<file path="src/rtl/uart_msg_tx.sv">
// uart_msg_tx: reads msg_len bytes from a registered-read buffer and sends them as
// LSB-first UART frames. Define UART_MSG_TX_PARITY_EN to add an even-parity bit.
module uart_msg_tx #(
    parameter int  WIDTH        = 8,
    parameter int  LEN          = 256,
    parameter int  CLKS_PER_BIT = 868,
    localparam int AW           = $clog2(LEN - 1) + 1
) (
    input  logic             clk,
    input  logic             rst,
    input  logic             msg_valid,
    input  logic [AW-1:0]    msg_len,
    output logic [AW-1:0]    raddr,
    input  logic [WIDTH-1:0] rdata,
    output logic             tx,
    output logic             busy,
    output logic             done
);
    localparam int BW = $clog2(CLKS_PER_BIT);
    localparam int CW = $clog2(WIDTH + 1);
    localparam logic [BW-1:0] BAUD_LAST = BW'(CLKS_PER_BIT - 1);
    localparam logic [CW-1:0] BIT_LAST  = CW'(WIDTH - 1);

    typedef enum logic [2:0] {
        IDLE,
        FETCH,
        LOAD,
        START,
        DATA,
`ifdef UART_MSG_TX_PARITY_EN
        PARITY,
`endif
        STOP
    } state_t;

    state_t          state;
    state_t          state_next;
    logic [AW-1:0]   len;
    logic [AW-1:0]   idx;
    logic [WIDTH-1:0] shreg;
    logic [BW-1:0]   baud_cnt;
    logic [CW-1:0]   bit_cnt;
    logic            bit_end;
    logic            last_byte;
`ifdef UART_MSG_TX_PARITY_EN
    logic            parity_bit;
`endif

    assign bit_end   = (baud_cnt == BAUD_LAST);
    // idx+1 is compared before idx advances, so msg_len == LEN never wraps.
    assign last_byte = ((idx + AW'(1)) == len);

    // NOTE: sequential state uses non-blocking assignments so every register
    // samples pre-edge values regardless of process ordering.
    always_ff @(posedge clk or posedge rst) begin
        if (rst) state <= IDLE;
        else     state <= state_next;
    end

    // NOTE: default assigned first so no path through the case infers a latch.
    always_comb begin
        state_next = state;
        unique case (state)
            IDLE:  if (msg_valid && msg_len != '0) state_next = FETCH;
            FETCH: state_next = LOAD;
            LOAD:  state_next = START;
            START: if (bit_end) state_next = DATA;
            DATA: begin
                if (bit_end && bit_cnt == BIT_LAST) begin
`ifdef UART_MSG_TX_PARITY_EN
                    state_next = PARITY;
`else
                    state_next = STOP;
`endif
                end
            end
`ifdef UART_MSG_TX_PARITY_EN
            PARITY: if (bit_end) state_next = STOP;
`endif
            STOP:  if (bit_end) state_next = last_byte ? IDLE : FETCH;
            default: state_next = IDLE;
        endcase
    end

    always_ff @(posedge clk or posedge rst) begin
        if (rst) begin
            baud_cnt <= '0;
        end else if (bit_end || state == IDLE || state == FETCH || state == LOAD) begin
            baud_cnt <= '0;
        end else begin
            baud_cnt <= baud_cnt + 1'b1;
        end
    end

    always_ff @(posedge clk or posedge rst) begin
        if (rst) begin
            tx      <= 1'b1;
            busy    <= 1'b0;
            done    <= 1'b0;
            raddr   <= '0;
            len     <= '0;
            idx     <= '0;
            shreg   <= '0;
            bit_cnt <= '0;
`ifdef UART_MSG_TX_PARITY_EN
            parity_bit <= 1'b0;
`endif
        end else begin
            done <= 1'b0;
            case (state)
                IDLE: begin
                    if (msg_valid) begin
                        len   <= msg_len;
                        idx   <= '0;
                        raddr <= '0;
                        if (msg_len != '0) busy <= 1'b1;
                        else               done <= 1'b1;
                    end
                end
                LOAD: begin
                    shreg   <= rdata;
                    tx      <= 1'b0;
                    bit_cnt <= '0;
`ifdef UART_MSG_TX_PARITY_EN
                    parity_bit <= ^rdata;
`endif
                end
                START: begin
                    if (bit_end) begin
                        tx    <= shreg[0];
                        shreg <= shreg >> 1;
                    end
                end
                DATA: begin
                    if (bit_end) begin
                        if (bit_cnt == BIT_LAST) begin
`ifdef UART_MSG_TX_PARITY_EN
                            tx <= parity_bit;
`else
                            tx <= 1'b1;
`endif
                        end else begin
                            tx      <= shreg[0];
                            shreg   <= shreg >> 1;
                            bit_cnt <= bit_cnt + 1'b1;
                        end
                    end
                end
`ifdef UART_MSG_TX_PARITY_EN
                PARITY: if (bit_end) tx <= 1'b1;
`endif
                STOP: begin
                    if (bit_end) begin
                        if (last_byte) begin
                            done <= 1'b1;
                            busy <= 1'b0;
                        end else begin
                            idx   <= idx + 1'b1;
                            raddr <= idx + 1'b1;
                        end
                    end
                end
                default: ;
            endcase
        end
    end

endmodule

</file>
<file path="config.mk">
export PLATFORM = sky130hd
export DESIGN_NAME = uart_msg_tx
export DESIGN_NICKNAME = d
export VERILOG_FILES = /design/src/rtl/uart_msg_tx.sv
export SDC_FILE = /design/constraint.sdc
export NUM_CORES = 1
export LEC_CHECK = 0
export ABC_AREA = 1
export BUFFER_PORTS_ARGS = -buffer_cell sky130_fd_sc_hd__buf_2
export CORE_UTILIZATION = 55
export CTS_CLUSTER_DIAMETER = 30
export DETAILED_ROUTE_END_ITERATION = 8
export GPL_ROUTABILITY_DRIVEN = 0
export PLACE_DENSITY_LB_ADDON = 0.2
export SLEW_MARGIN = 20
export SYNTH_ARGS = -nofsm -noshare
export SYNTH_HDL_FRONTEND = slang
export SYNTH_SLANG_ARGS = --single-unit
</file>
<file path="constraint.sdc">
create_clock -name clk -period 5.3 [get_ports clk]
set_clock_uncertainty 0.1 [all_clocks]
set_input_delay 0.265 -clock clk [delete_from_list [all_inputs] [get_ports clk]]
set_output_delay 0.265 -clock clk [all_outputs]
set_load 0.1 [all_outputs]
</file>
# [Word level (Yosys, flattened, before mapping)]
# Index checks and enable logic that the tools add are counted.
# Widths: inputs -> output; s select.
[totals] out_inout_bits=12 input_bits=20 register_bits=46 elab_cells=79
[classes] eq_ne=18 reduce_logical=17 mux=32 add_sub_neg=3
[ops] op="$mux 9" count=3
[ops] op="$mux 8" count=3
[ops] op="$pmux 8 s3" count=1
[ops] op="$ne 2x2->1 const B" count=9
[ops] op="$pmux 3 s6" count=1
[ops] op="$pmux 9 s2" count=1
[ops] op="$mux 1" count=12
[ops] op="$mux 3" count=4
[ops] op="$reduce_and 4->1" count=3
[ops] op="$add 10x1->10 const B" count=1
[ops] op="$eq 10x10->1 const B" count=1
[ops] op="$mux 10" count=1
[ops] op="$add 9x1->9 const B" count=1
[ops] op="$eq 9x9->1" count=1
[ops] op="$reduce_bool 9->1" count=1
[ops] op="$mux 4" count=2
[ops] op="$pmux 4 s2" count=1
[ops] op="$eq 3x2->1 const B" count=2
[ops] op="$eq 3x3->1 const B" count=2
[ops] op="$reduce_and 3->1" count=2
[ops] op="$reduce_and 5->1" count=1
[ops] op="$add 4x1->4 const B" count=1
[ops] op="$eq 4x3->1 const B" count=1
[ops] op="$pmux 1 s2" count=2
[ops] op="9 further kinds" count=13

# [Depth between registers and ports, before layout]
# Gate-level depths: netlist of the first run.
[logic_depth] depth_word=5 ltp_mapped=15 ltp_nobuf=15

# [Worst setup path before layout of the first run]
# Ideal clock, no wire load.
[synth_path] path_type="flip-flop to flip-flop" from="register idx[1]" to="register idx[3]" arrival_ps=2411 stages_incl_launch_ff=16 period_less_slack_ps=2579 slack_ps=2721 n_path_buf=0 setup_ps=68 required_time_ps=5132 cell_sequence="dfrtp_1 > ha_1 > nand2_1 > nor2_2 > nand2_1 > nand2_1 > nor2_1 > nor2_1 > nand2_1 > nor2_2 > nand2_2 > nand2_4 > nand2_8 > nand2_8 > nand2_1 > nand2_1"
[synth_between] elab_chain_len=4 elab_cells_between_ends=7 classes_between="1 x add/sub; 2 x eq/ne; 3 x mux; 1 x reduce/logical"
[synth_lines] element="start, declared" line_no="39" rtl="logic [AW-1:0] idx;"
[synth_lines] element="start signal, assigned" line_no="158" rtl="idx <= idx + 1'b1;"
[synth_lines] element="$add 9x1->9 (*)" line_no="51, 158"
[synth_lines] element="$eq 9x9->1 / $mux 9 (equally long branches)" line_no="51, 154"
[synth_lines] element="$ne 2x2->1 (no line) / $mux 9 (equally long branches)"
[synth_lines] element="$reduce_and 4->1 (no line) / $pmux 9 s2 (equally long branches)"
# Mark *: on every way between the ends. The rest lies on a longest branch, timed or not. The select of a mux whose other input is x is not followed.
# A chain may end at the register's enable or synchronous reset.

# [Worst setup path in the final report of the first run]
[layout_path] from="register idx[0]" to="register idx[2]"
# The elaborated chain is that of the path after synthesis.

==> results of run 1 <==
==> path summary, 6_finish.rpt <==
path                              from          end  cells after the start
min in group clk              rdata[7]     shreg[7]                      3
min reg2reg                baud_cnt[0]  baud_cnt[0]                      1
max reg2reg                     idx[0]       idx[2]                     15
min                                rst  baud_cnt[3]                      2
max in group asynchronous          rst       len[8]                      2
max                             idx[0]       idx[2]                     15
==> routing by layer <==
layer / part of all wire / GRT usage
met1: 0.52 / 0.3293
met2: 0.42 / 0.3590
met3: 0.045 / 0.04701
met4: 0.013 / 0.08889
met5: 0 / 0
==> layout make-up <==
cell class / instances / area, µm² / share of cell area
clock buffer: 5 / 68.82 / 0.02371
clock inverter: 3 / 23.77 / 0.008190
inverter: 36 / 135.1 / 0.04655
multi-input combinational: 259 / 1303 / 0.4487
sequential: 46 / 1152 / 0.3970
tap: 52 / 65.06 / 0.02241
timing repair buffer: 31 / 155.1 / 0.05345
==> power by group through the flow <==
stage | logic, µW | clock network (µW) | registers, µW
3_5_place_dp | 17.2 | 0 | 358
5_1_grt | 19.3 | 243 | 351
6_report | 16.6 | 230 | 351
2_1_floorplan | 6.82 | 0 | 358
4_1_cts | 17.3 | 232 | 351
3_3_place_gp | 17.0 | 0 | 358
==> cells in the final DEF, fill, tap and decap left out, drive strengths merged <==
master	instances
nand3	34
xnor2	1
o221a	1
nor2	52
nand2	98
xor2	1
clkinv	2
nand3b	2
o21ai	15
inv	35
a21oi	23
o21bai	1
clkinvlp	2
buf	31
nor3	8
clkbuf	5
a31oi	7
o211ai	2
mux2	3
nand4	3
dfrtp	45
o21a	1
dfstp	1
o22ai	1
nor4	2
ha	3
and3	1
==> state kept, by name, indices dropped and copies added, names as in the netlist <==
| name | flops |
|---|---|
| state | 3 |
| idx | 9 |
| done | 1 |
| baud_cnt | 10 |
| bit_cnt | 4 |
| shreg | 8 |
| len | 9 |
| busy | 1 |
| tx | 1 |
==> worst reg2reg max path: cells and delay by family (launching register included) <==
kind | cells | cell delay, ns
fa+ha+maj | 1 | 0.28
flops | 1 | 0.51
simple gates | 14 | 1.26
==> stage by stage <==
stage / hold slack, ns / area, µm² / setup slack (ns) / power (µW)
CTS: 0.07186 / 2903 / 3.133 / 600.5
floorplan: 0.3027 / 2623 / 2.721 / 364.5
detailed placement: 0.3527 / 2810 / 3.163 / 374.9
global route: 0.09505 / 2903 / 2.840 / 613.2
finish: 0.03750 / 2903 / 3.105 / 597.7
global placement: 0.3438 / 2810 / 3.211 / 374.6
==> cell families after synthesis <==
| kind of cell | after synthesis |
|---|---|
| and+or+nand+nor | 200 |
| muxes | 3 |
| xor gates and xnor gates | 2 |
| DFF | 46 |
| AOI/OAI and AO/OA | 51 |
| buffers and inverters | 41 |
| adders and majority gates | 3 |
==> run metrics, run 1 <==
Int Pwr 451.0 µW; CP Max Fanout 10; Slowest Stage Delay on Critical Path 0.51 ns; Post-synth top cells 92 x nand2_1, 45 x dfrtp_1, 45 x nor2_1; CTS tree built; WP data required 5.46 ns; slowest CP cell dfrtp_1; Cells after Synth 346; initial antenna violation count 0; Reg power frac 0.587; CTS Buf Count 5; cell family with most CP delay simple AND/OR/NAND/NOR gates; most used cell along the critical path nand2_1; vias in the first global route 2109; proportion of layout cells with a drive suffix above 1 0.1658; max-cap viol count 0; all-layer global routing usage 0.2339; yosys warns 0; DRT iter0 DRCs 183; port bufs 31; Slew Limit Fails 0; number of gates resized after cts 0; clk root buf clkbuf_8; clk sink count 46; xor/xnor share of the synthesized area 0.006679; min-delay worst type in2async; Synth area leaders dfrtp_1 43%, nand2_1 13%, nor2_1 6.4%; largest net degree at the start of global routing 47; count leader, synth nand2_1; DRT Pass-1 Iters 6; Placed Cells 424; drt drc 2; Combinational Power Share 0.028; switching power share of the total 0.2454; I/O pin cnt 32; number of enable flip-flop cells after synthesis 0; clock share of power 0.386; clk slew on worst S/H paths 0.10 ns; H-tree depth 2; CP startpoint kind flip-flop; main combinational cell family by area after synthesis simple AND/OR/NAND/NOR gates; Die ar. 5048 µm²; n_diodes 0; Vias 2351; f_max 0.4555 GHz; #FFs+latches synth 46; Syn-to-layout area delta 10.69%; Setup violations, final 0; pwr dens 205.9 nW/µm²; Worst Tran Pin Value 0.9278 ns; Initial Util 0.5861; Die X 71.05 µm; final net count 402; Antenna Nets Post-Route 0; unique cell type count in the Yosys netlist 36; violated checks DRC; Core Footprint 4474 µm²; Final Util 0.6488; post-synth top area share 0.4294; worst path cell trace ha_1, nand2_1, nor2_2, nand2_1, nand2_1, nor2_1, nor2_1, nand2_1, nor2_2, nand2_2, nand2_4, nand2_8, nand2_8, nand2_1, nand2_1; Final Hold Viols 0; VDD IR max 0.1475 mV; vias per inst 5.442; Pleak 0.001399 µW; P_sw 146.6 µW; hold buffers post-CTS 0; critical path buffer and inverter count 0; Mean Syn Cell Area 7.580 µm²; post-synthesis mux area share 0.01288; simple-gate portion of the synthesized area 0.3554; unrepaired setup endpoints after global routing false; Main synth FF type dfrtp_1; Slew headroom 0.3806; post-CTS setup buffers 0; Syn Nets 369; register area share after synthesis 0.4394; Row Count 24; Die Ht 71.05 µm; Overflow after GRT 0; Non-Filler Instances 432; minimum clock period 2.195 ns; area leader, netlist dfrtp_1; WL final 5421 µm; first-pass GRT wire length 9204 µm; synthesized cell area 2623 µm²; fin crit share 0.4142; run status finished with violations; CP endpoint kind flip-flop; Worst-Skew Late Latency 0.32 ns; HPWL after DPL 4115 µm; post-synthesis adder-cell area fraction 0.01431; Setup TNS 0 ns; FF-to-FF setup slack 3.10 ns; clock buffer depth 2; wire per inst 12.55 µm; WP data arrival 2.35 ns; worst setup path class reg2reg; asr flop ratio synth 1.000; fillers 422; complex-gate fraction of the synthesized area 0.1073
Note: power is estimated with default switching activity, not from simulation.
==> run 2: changes to the inputs <==
- ABC_AREA: 1 -> 0
- CORE_UTILIZATION: 55 -> 53
- clock period: 5.3 -> 2 ns (I/O delays scaled with it)
==> run 2 against run 1 <==
Against the previous run: the run ends with setup timing left; critical path depth fell by 8; utilization grew 14 points; die area rose by 8.7%; clock-buffer cell count grew 2; non-clock buffer count rose by 76; hold slack gained 0.13 ns; via count increased by 13%; synthesized cell count decreased by 17%; sequential power rose to 2.7 times the previous value; global-route usage grew 5.9 points.
==> run metrics, run 2 <==
biggest regs baud_cnt x10, idx x9, len x9; CTS Buf Count 5; most common cell after layout, fill and taps aside buf_4; run status finished with violations; register area 1175 µm²; Row Count 25; Slew headroom 0.6693; first-pass GRT wire length 12040 µm; Biggest register baud_cnt; fin crit share 1.251; worst setup path class reg2reg; Pleak 0.001774 µW; count leader, synth dfrtp_1; drt drc 0; WP data arrival 2.56 ns; Die ar. 5486 µm²; number of enable flip-flop cells after synthesis 0; final net count 410; all-layer global routing usage 0.2927; Final WS setup -0.5023 ns; H-tree depth 2; Initial Util 0.5677; asr flop ratio synth 1.000; DRT Pass-1 Iters 4; Vias 2655; largest net degree at the start of global routing 20; Slew Limit Fails 0; Syn Nets 311; initial antenna violation count 0; vias in the first global route 2631; DRT iter0 DRCs 139; clock buffer depth 2; pre-CTS WS -0.3636 ns; Worst-Skew Late Latency 0.30 ns; Final Hold Viols 0; Die X 74.07 µm; post-layout power 1616 µW; n_diodes 0; minimum clock period 2.502 ns; synthesized cell area 2753 µm²; area leader, netlist dfrtp_1; Overflow after GRT 0; Synth area leaders dfrtp_1 41%, mux2_2 3.7%, xnor2_1 3.5%; WP data required 2.06 ns; CP Max Fanout 8; proportion of layout cells with a drive suffix above 1 0.3918; min-delay worst type in2reg; clk slew on worst S/H paths 0.08 ns; Cells after Synth 288; Mean Syn Cell Area 9.558 µm²; f_max 0.3996 GHz; Core Footprint 4848 µm²; Antenna Nets Post-Route 0; I/O pin cnt 32; DRT met1 WL 3254 µm; WL met2 4282 µm; number of flip-flops in the largest register 10; yosys warns 0; unique cell type count in the Yosys netlist 57; pwr dens 420.2 nW/µm²; multi-input logic area 1650 µm²; Worst Tran Pin Value 0.4994 ns; port bufs 31; violated checks setup timing; fillers 298; CP endpoint kind flip-flop; max-cap viol count 0; HPWL after DPL 4850 µm; Main synth FF type dfrtp_1; vias per inst 5.835; Placement Cell Area 3363 µm²; WL final 8011 µm; Syn-to-layout area delta 39.73%; unrepaired setup endpoints after global routing true; post-synth top area share 0.4091; CP startpoint kind flip-flop; Met3 Wirelength 304 µm; #FFs+latches synth 46; Final Util 0.7933; most frequent cells in the layout 53 x buf_4, 37 x dfrtp_1, 31 x buf_2; wire per inst 17.61 µm; Die Ht 74.07 µm; design area 3846 µm²; register area share after synthesis 0.4186; Post-synth top cells 45 x dfrtp_1, 25 x nor2_1, 22 x nand2_1; Min Hold Slack 0.1648 ns; VDD IR max 0.3790 mV; clk sink count 46; clk root buf clkbuf_8; CTS tree built; Setup violations, final 12; uppermost layer routed met4
[run 2: changes by cell type in the layout (fill, tap and decap cells not counted), sizes merged, moves of 7 or more]
cell and delta:
mux2 +7, a21oi -10, xnor2 +11, nand2 -76, nand3 -14, buf +58, dlygate4sd3 +18, o311ai +7
nor2 -27, mux2i +8, a31oi -7, inv -20
[run 2: worst paths after layout]
path | cells past startpoint | start | to | slack [ns]
setup / recovery | 7 | idx[0] | idx[4] | -0.50
hold / removal | 4 | msg_valid | state[0] | 0.16
setup reg to reg | 7 | idx[0] | idx[4] | -0.50
hold reg to reg | 2 | shreg[0] | shreg[0] | 0.39
max in group asynchronous | 4 | rst | tx | 1.02
min in group asynchronous | 3 | rst | len[6] | 0.18
[run 2: cells by family after synthesis]
| kind of cell | count (synthesis) | share of synthesized area |
|---|---|---|
| compound gates | 63 | 0.1627 |
| xor+xnor | 18 | 0.06545 |
| fa+ha+maj | 3 | 0.01364 |
| buf+inv | 32 | 0.05591 |
| flops | 46 | 0.4186 |
| mux | 18 | 0.07000 |
| simple gates | 108 | 0.2136 |
[run 2: per-stage QoR]
step / TNS, ns / std cells
2_1_floorplan: -5.710 / 288
3_3_place_gp: -3.203 / 421
3_5_place_dp: -3.799 / 421
4_1_cts: -2.948 / 448
5_1_grt: -5.262 / 455
6_report: -4.275 / 455
[run 2: power breakdown]
part	internal [µW]	switching, µW
Combinational	46.3	42.9
Sequential	937	4.46
Clock	279	306
[run 2: layout make-up]
| type | count | area share |
|---|---|---|
| Clock buffer | 7 | 0.02245 |
| Clock inverter | 1 | 0.001301 |
| Inverter | 15 | 0.01464 |
| Multi-Input combinational cell | 212 | 0.4291 |
| Sequential cell | 46 | 0.3055 |
| Tap cell | 67 | 0.02180 |
| Timing Repair Buffer | 107 | 0.2053 |
[run 2: repair_timing]
action / in CTS / in global routing
hold buffers: 17 / 1
gates resized for setup: 9 / 27
setup buffers: 2 / 5
pin swaps: 11 / 13
gates cloned: 0 / 2
setup endpoints to repair: 20 / 23
hold endpoints to repair: 61 / 1
[run 2: metal layers]
metal / track usage / up-vias
met5: 0 / -
met4: 0.1132 / 0
met3: 0.05149 / 23
met2: 0.5162 / 82
met1: 0.3561 / 1314
li1: - / 1236
[run 2: worst max-delay path, cell delays in order, from the launching register on]
cell and delay [ns]:
dfrtp_4 0.50, ha_4 0.18, xor2_1 0.14, o2111ai_1 0.22, o21ai_1 0.14, or4b_4 0.62, o211ai_1 0.30, o311ai_2 0.16
==> run 3: changes to the inputs <==
- CELL_PAD_IN_SITES_DETAIL_PLACEMENT: not set -> 1
- CELL_PAD_IN_SITES_GLOBAL_PLACEMENT: not set -> 2
- CORE_UTILIZATION: 53 -> 33
- REMOVE_ABC_BUFFERS: not set -> 1
==> run 3 against run 2 <==
Against the previous run: the run ends with hold timing, setup timing left; sequential share of layout area shrank 1.7 points; wire length grew 7.6%; clock-buffer cell count down 1; non-clock buffer count up 10; utilization shrank 28 points.
==> run metrics, run 3 (synthesized netlist as in run 2, its figures left out) <==
Worst Tran Pin Value 0.5385 ns; Worst-Skew Late Latency 0.30 ns; CTS Buf Count 5; drt drc 0; port bufs 31; vias per inst 5.263; Slew headroom 0.6405; Antenna Nets Post-Route 0; VDD IR max 0.2292 mV; most common cell after layout, fill and taps aside buf_4; Final WS setup -0.3406 ns; fin crit share 1.170; H-tree depth 2; worst setup path class reg2reg; run status finished with violations; vias in the first global route 2773; Slew Limit Fails 0; WP data arrival 2.41 ns; Die ar. 8710 µm²; Initial Util 0.3490; largest net degree at the start of global routing 26; Placement Cell Area 3411 µm²; HPWL after DPL 5781 µm; number of flip-flops in the largest register 10; worst path cell trace ha_4, xor2_1, o2111ai_1, o21ai_1, or4b_4, o211ai_1, o311ai_2; cell family with most CP delay compound AO/OA/AOI/OAI gates; clk sink count 46; Pleak 0.001847 µW; clk root buf clkbuf_8; Row Count 32; minimum clock period 2.341 ns; DRT met1 WL 3846 µm; final net count 420; WL final 8618 µm; first-pass GRT wire length 13850 µm; design area 4016 µm²; proportion of layout cells with a drive suffix above 1 0.4296; slowest CP cell or4b_4; wire per inst 17.20 µm; I/O pin cnt 32; Final Hold Viols 2; Min Hold Slack -0.02019 ns; clk slew on worst S/H paths 0.09 ns; Overflow after GRT 0; f_max 0.4272 GHz; Met3 Wirelength 231 µm; fillers 898; DRT iter0 DRCs 110; Biggest register baud_cnt; Slowest Stage Delay on Critical Path 0.61 ns; WL met2 4361 µm; CTS tree built; DRT Pass-1 Iters 4; critical path buffer and inverter count 0; Core Footprint 7888 µm²; Die X 93.33 µm; Syn-to-layout area delta 45.91%; CP endpoint kind flip-flop; unrepaired setup endpoints after global routing true; Die Ht 93.33 µm; Vias 2637; CP startpoint kind flip-flop; biggest regs baud_cnt x10, idx x9, len x9; max-cap viol count 0; clock buffer depth 2; pwr dens 409.4 nW/µm²; Final Util 0.5092; all-layer global routing usage 0.2046; CP Max Fanout 8; Setup violations, final 13; uppermost layer routed met4; WP data required 2.07 ns; min-delay worst type in2reg; violated checks hold timing, setup timing; most frequent cells in the layout 63 x buf_4, 40 x dfrtp_1, 31 x buf_2; initial antenna violation count 1
run 3: changes by cell type in the layout (fill, tap and decap cells not counted), sizes merged:
cell,delta
buf,+12
clkinvlp,+1
dlygate4sd3,-2
diode,+1
clkbuf,-1
run 3: cell type report:
| cell class | instances | area [µm²] | share of cell area |
|---|---|---|---|
| multi-input combinational | 212 | 1683 | 0.4190 |
| sequential | 46 | 1159 | 0.2885 |
| timing repair buffer | 117 | 893.4 | 0.2224 |
| tap | 102 | 127.6 | 0.03178 |
| clock buffer | 6 | 82.58 | 0.02056 |
| inverter | 15 | 56.30 | 0.01402 |
| clock inverter | 2 | 12.51 | 0.003115 |
| antenna | 1 | 2.502 | 0.0006231 |
run 3: metal layers:
layer,global-route usage,up-vias
li1,-,1261
met1,0.2663,1309
met2,0.3578,51
met3,0.02846,16
met4,0.04872,0
met5,0,-
run 3: worst reg2reg max path, cell delays in order, from the launching register on:
cell and delay (ns):
dfrtp_1 0.43, ha_4 0.21, xor2_1 0.15, o2111ai_1 0.18, o21ai_1 0.12, or4b_4 0.61
o211ai_1 0.26, o311ai_2 0.14
run 3: per-stage QoR:
stage | std cells | setup WS (ns) | hold WS [ns] | TNS (ns) | total power, µW
after floorplan | 271 | -1.150 | 0.1399 | -13.09 | 983.8
after global placement | 462 | -0.3854 | 0.07159 | -4.732 | 1019
after detailed placement | 462 | -0.4941 | 0.06732 | -5.901 | 1021
after CTS | 488 | -0.3021 | 0.01543 | -3.134 | 1661
after global routing | 501 | -0.4368 | 0.01310 | -4.773 | 1709
final | 501 | -0.3406 | -0.02019 | -3.212 | 1644
run 3: final timing paths:
check	slack [ns]	endpoint	from	cells past startpoint
setup / recovery	-0.34	idx[4]	idx[0]	7
hold / removal	-0.02	shreg[4]	rdata[4]	3
setup reg to reg	-0.34	idx[4]	idx[0]	7
hold reg to reg	0.41	shreg[7]	shreg[7]	2
max in group asynchronous	0.92	tx	rst	4
min in group asynchronous	0.28	len[4]	rst	3
run 3: what timing repair did:
action | 4_1_cts | 5_1_grt
hold endpoints to repair | 36 | 0
hold buffers | 16 | 0
endpoints found under the setup margin | 22 | 32
resized for setup | 23 | 34
setup buffers | 2 | 10
cloned | 0 | 2
pin swaps | 7 | 26
run 3: where the power goes:
part	total, µW	internal [µW]	switching, µW
combinational	86.4	45.4	40.9
clock	616	279	338
sequential	942	937	4.30
